File: config.mk
export PLATFORM = sky130hd
export DESIGN_NAME = encoder_8to3
export DESIGN_NICKNAME = d
export VERILOG_FILES = /design/src/rtl/encoder_8to3.sv
export SDC_FILE = /design/constraint.sdc
export NUM_CORES = 1
export LEC_CHECK = 0
export CAP_MARGIN = 20
export CORE_AREA = 2 2 39 41
export CTS_BUF_LIST = sky130_fd_sc_hd__clkbuf_8
export DETAILED_ROUTE_END_ITERATION = 12
export DIE_AREA = 0 0 41 43
export PLACE_DENSITY = 0.5
export SETUP_SLACK_MARGIN = 0.15
export SYNTH_ARGS = -nofsm -noshare
export SYNTH_HDL_FRONTEND = slang
export SYNTH_SLANG_ARGS = --single-unit
File: constraint.sdc
create_clock -name clk -period 2.5 [get_ports clk]
set_input_delay 0.75 -clock clk [delete_from_list [all_inputs] [get_ports clk]]
set_output_delay 0.75 -clock clk [all_outputs]
set_load 0.02 [all_outputs]
File: src/rtl/encoder_8to3.sv
// rtl/encoder_8to3.sv - registered 8-to-3 priority encoder with enable and valid flag
// Optional multi-hot error output: define ENCODER_8TO3_MULTI_HOT_ERR_EN.
module encoder_8to3 #(
  parameter int PRIORITY_MSB = 1
) (
  input  logic       en,
  input  logic [7:0] in,
  output logic [2:0] y,
  output logic       v,
`ifdef ENCODER_8TO3_MULTI_HOT_ERR_EN
  output logic       err,
`endif
  input  logic       clk,
  input  logic       rst_n
);

  logic [2:0] y_d, y_q;
  logic       v_d, v_q;

  always_comb begin
    v_d = en & (|in);
    y_d = 3'd0;
    if (v_d) begin
      // Later loop iterations overwrite earlier ones, so scan order sets priority.
      if (PRIORITY_MSB != 0) begin
        for (int i = 0; i < 8; i++) begin
          if (in[i]) y_d = 3'(i);
        end
      end else begin
        for (int i = 7; i >= 0; i--) begin
          if (in[i]) y_d = 3'(i);
        end
      end
    end
  end

  always_ff @(posedge clk) begin
    if (!rst_n) begin
      y_q <= 3'd0;
      v_q <= 1'b0;
    end else begin
      y_q <= y_d;
      v_q <= v_d;
    end
  end

  assign y = y_q;
  assign v = v_q;

`ifdef ENCODER_8TO3_MULTI_HOT_ERR_EN
  logic err_d, err_q;

  // Clearing the lowest set bit leaves something only if two or more were set.
  always_comb begin
    err_d = en & (|(in & (in - 8'd1)));
  end

  always_ff @(posedge clk) begin
    if (!rst_n) begin
      err_q <= 1'b0;
    end else begin
      err_q <= err_d;
    end
  end

  assign err = err_q;
`endif

endmodule

# Word-level counts from Yosys, hierarchy flattened
# Cells that the tools add are included.
# W data, S select, Z words.
# totals
regBits,4
latchBits,0
ramBits,0
romBits,0
input_bits,11
out_inout_bits,4
wordCells,12
n_memories,0
# classes
add_sub_neg,0
multipliers,0
div,0
n_lt_le_gt_ge,0
eq_ne,0
shifts,0
muxes,7
bitwise_logic,1
n_reduce_logical,2
# ops
op,count
$mux W3,6
$reduce_or A8 Y1,1
$reduce_and A2 Y1,1
$and A1 B1 Y1,1
$mux W1,1

# Depth between registers and ports, before layout
# depth
word_depth,7
ltp_mapped,3

# Worst setup path before layout
# No wires, ideal clock.
# synth_timing
path_type,input to register
from,in in[4]
to,"reg y_q[0], in the netlist y[0]"
setup_ns,0.126
arrival_ns,1.293
path_slack_ns,1.082
cell_stages,3
path_cell_list,nor4_2 a31oi_1 a21boi_0
# synth_between
elab_chain_len,4
elab_cells_between_ends,7
# synth_lines
item,line_no,rtl
"start, declared",7,"input logic [7:0] in,"
$mux W3 (4 in series),27,if (in[i]) y_d = 3'(i);
"end signal, assigned",42,y_q <= y_d;
"end, declared",17,"logic [2:0] y_d, y_q;"
# Parallel ways exist; a longest one is shown, timed or not.
# A chain may end at the register's enable or synchronous reset.

# Worst setup path in the final report
# layout_timing
from,"reg y_q[1], in the netlist y[1]"
to,out y[1]
# layout_rtl
item,line_no,rtl
"end, declared",8,"output logic [2:0] y,"
# No word-level cell between the ends.

==> impl_metrics.xml <==
<?xml version="1.0" encoding="UTF-8"?>
<metrics>
  <group name="finish">
    <metric name="leading_cell_types_in_the_layout_fill_and_taps_excluded" unit="">clkdlybuf4s50_1 (14), nor2_1 (4), dfxtp_1 (4)</metric>
    <metric name="insertedDiodeCount" unit="">0</metric>
    <metric name="finish.cell_count_without_fillers" unit="">51</metric>
    <metric name="final_nets" unit="">48</metric>
    <metric name="flow.area_growth_from_synthesis" unit="%">126</metric>
    <metric name="final_layout_size_suffix_gt1_share" unit="%">14.3</metric>
    <metric name="core_utilization_of_the_finished_layout" unit="%">26.1</metric>
    <metric name="finish.instance_area" unit="µm²">362</metric>
    <metric name="most_frequent_standard_cell_in_the_layout_excluding_fill_and_tap_cells" unit="">clkdlybuf4s50_1</metric>
  </group>
  <group name="synth">
    <metric name="syn_area_per_cell" unit="µm²">8.90</metric>
    <metric name="synthDominantCellAreaShare" unit="%">50.0</metric>
    <metric name="synth.yosys.warnings" unit="">0</metric>
    <metric name="netlist_top_cells_area" unit="">dfxtp_1 (50%), nor2_1 (9.4%), nor4_2 (7.8%)</metric>
    <metric name="synth_sequential_area_ratio" unit="%">50.0</metric>
    <metric name="synth.cell_area" unit="µm²">160</metric>
    <metric name="number_of_instances_in_the_synthesized_netlist" unit="">18</metric>
    <metric name="synth.lib_cells_used.distinct" unit="">12</metric>
    <metric name="synth.ff_latch_count" unit="">4</metric>
    <metric name="post-synth-top-area-cell" unit="">dfxtp_1</metric>
    <metric name="synth_nets" unit="">29</metric>
  </group>
  <group name="global_routing">
    <metric name="grt_pass1_vias" unit="">182</metric>
    <metric name="grt_start_max_net_pins" unit="">5</metric>
    <metric name="grt_pass1_wl" unit="µm">614</metric>
    <metric name="grt_util_all_layers" unit="%">6.02</metric>
    <metric name="initial_antenna_violation_count" unit="">0</metric>
    <metric name="overflow_after_grt" unit="">0</metric>
  </group>
  <group name="sta">
    <metric name="final.min_clock_period" unit="ps">1850</metric>
    <metric name="slew_headroom" unit="%">83.1</metric>
    <metric name="setup_violations" unit="">0</metric>
    <metric name="final.period_utilization" unit="%">73.8</metric>
    <metric name="final_max_slew_viol_count" unit="">0</metric>
    <metric name="tns" unit="ps">0</metric>
    <metric name="clock.fmax" unit="GHz">0.542</metric>
    <metric name="setup_repair_after_global_routing_missed_its_margin" unit="">false</metric>
    <metric name="worst_slew_pin_slew" unit="ps">252</metric>
    <metric name="finalHoldViolations" unit="">0</metric>
  </group>
  <group name="place">
    <metric name="placed_cells" unit="">48</metric>
    <metric name="placement.cell_area" unit="µm²">320</metric>
    <metric name="port_buffers" unit="">14</metric>
    <metric name="gpl.final_weighted_congestion" unit="">0.702</metric>
  </group>
  <group name="detailed_routing">
    <metric name="detail_route.drc_violations" unit="">0</metric>
    <metric name="totalWireLength" unit="µm">373</metric>
    <metric name="route.antenna.remaining_nets" unit="">0</metric>
    <metric name="detail_route.iter0.violations" unit="">2</metric>
    <metric name="post_drt_via_cell_ratio" unit="">3.47</metric>
    <metric name="post_drt_wl_per_cell" unit="µm">7.31</metric>
    <metric name="num_vias" unit="">177</metric>
    <metric name="firstDrtPassIters" unit="">2</metric>
  </group>
  <group name="critical_path">
    <metric name="critPathTopFamily" unit="">buffers and inverters</metric>
    <metric name="worstSetupPathType" unit="">flop to output pin</metric>
    <metric name="path_cells" unit="">clkdlybuf4s50_1</metric>
    <metric name="worst_ep_required_time" unit="ps">1750</metric>
    <metric name="max_stage_delay_on_crit_path" unit="ps">590</metric>
    <metric name="critical_path.startpoint_type" unit="">flop</metric>
    <metric name="worst_setup_path_endpoint" unit="">y[1]</metric>
    <metric name="cp_slowest_cell" unit="">clkdlybuf4s50_1</metric>
    <metric name="critical_path_depth_in_cells" unit="">1</metric>
    <metric name="critical_path_sink_type" unit="">output pin</metric>
    <metric name="critical_path.startpoint" unit="">y[1]</metric>
    <metric name="worstPathMaxFanout" unit="">1</metric>
    <metric name="path_buf_inv" unit="">1</metric>
    <metric name="timing.critical_path.arrival" unit="ps">1100</metric>
  </group>
  <group name="clock_tree">
    <metric name="ctsHoldBuffers" unit="">0</metric>
    <metric name="clock_tree.htree_level_count" unit="">1</metric>
    <metric name="tritoncts_buffers" unit="">3</metric>
    <metric name="cts-resized-gates" unit="">0</metric>
    <metric name="clock_sinks" unit="">4</metric>
    <metric name="clk_root_buffer_cell" unit="">clkbuf_8</metric>
    <metric name="clkTransAtPathRegs" unit="ps">30</metric>
    <metric name="postCtsSetupBuffers" unit="">0</metric>
    <metric name="cts_buffer_depth" unit="">2</metric>
    <metric name="cts_tree" unit="">yes</metric>
  </group>
  <group name="power_and_ir_drop">
    <metric name="p_int" unit="mW">0.194</metric>
    <metric name="vdd.ir_drop.worst" unit="V">0.000141</metric>
    <metric name="power_frac_seq" unit="%">28.9</metric>
    <metric name="clkPwrFrac" unit="%">55.4</metric>
    <metric name="power.switching_fraction" unit="%">18.5</metric>
    <metric name="comb_power_share" unit="%">15.7</metric>
    <metric name="power_density" unit="mW/mm²">657</metric>
    <metric name="power.net_switching" unit="mW">0.0440</metric>
    <metric name="leakage" unit="nW">0.137</metric>
  </group>
  <group name="floorplan">
    <metric name="num_io_pins" unit="">15</metric>
    <metric name="placeableCoreArea" unit="mm²">0.00138</metric>
    <metric name="die_x" unit="µm">41</metric>
    <metric name="floorplan.initialDensity" unit="%">11.6</metric>
    <metric name="num_rows" unit="">14</metric>
    <metric name="floorplan.die.height" unit="µm">43</metric>
    <metric name="fp.dieArea" unit="mm²">0.00176</metric>
  </group>
  <group name="hold_path">
    <metric name="min_path_type" unit="">input pin to flop</metric>
    <metric name="holdCritStartpoint" unit="">en</metric>
    <metric name="timing.hold.worst_path_depth" unit="">3</metric>
  </group>
  <group name="status">
    <metric name="status" unit="">completed</metric>
  </group>
  <group name="run">
    <metric name="drv.max_cap_violation_count" unit="">0</metric>
  </group>
</metrics>
metal layers:
metal | routed length (µm) | track usage, % | vias to the layer above
li1 | - | - | 98
met1 | 173 | 6.09 | 67
met2 | 161 | 7.19 | 12
met3 | 38 | 0 | 0
met4 | 0 | 12.0 | 0
met5 | 0 | 0 | -
power groups by stage:
stage | registers, mW | logic [mW] | clock network (mW)
after floorplan | 0.0743 | 0.00669 | 0
after global placement | 0.0696 | 0.0376 | 0
after detailed placement | 0.0695 | 0.0377 | 0
after CTS | 0.0687 | 0.0378 | 0.136
after global routing | 0.0688 | 0.0410 | 0.139
final | 0.0687 | 0.0374 | 0.132
kinds of logic (layout without fill, tap and decap cells):
logic type / after synthesis / after routing / share of synthesized area (%)
buffers and inverters: 1 / 18 / 2.34
AO/OA/AOI/OAI: 5 / 5 / 21.1
flip-flops: 4 / 4 / 50.0
AND/OR/NAND/NOR: 8 / 8 / 26.6
synth_stat cells:
cell type,instances
nor2_1,4
nor2b_1,1
inv_1,1
a31oi_1,1
dfxtp_1,4
a21boi_0,1
nand2_1,1
nor3_1,1
o31a_2,1
nor4_2,1
o21ai_0,1
a21oi_1,1
cell type report:
class | instances | area, µm²
inverters | 1 | 3.75
multi-input cells | 13 | 76.3
well taps | 16 | 20.0
flip-flops and latches | 4 | 80.1
repair buffers | 14 | 140
fillers | 158 | 1020
clock buffers | 3 | 41.3
sequential cells by signal, summed over array words and instances (netlist names):
register / count
y: 3
v: 1
metrics by stage:
step                      hold WS [ps]  setup slack [ps]  total power, mW
final                             1110               654            0.238
after global routing              1150               605            0.249
after CTS                         1110               644            0.243
after floorplan                    869              1080           0.0810
after global placement            1330               522            0.107
after detailed placement          1330               498            0.107
worst min-delay path by stage:
stage	endpoint	slack [ps]
after floorplan	y[2]	870
after global placement	y[2]	1330
after detailed placement	y[2]	1330
after CTS	y[2]	1110
after global routing	y[2]	1150
final	y[2]	1110
(Power assumes the default switching activity.)
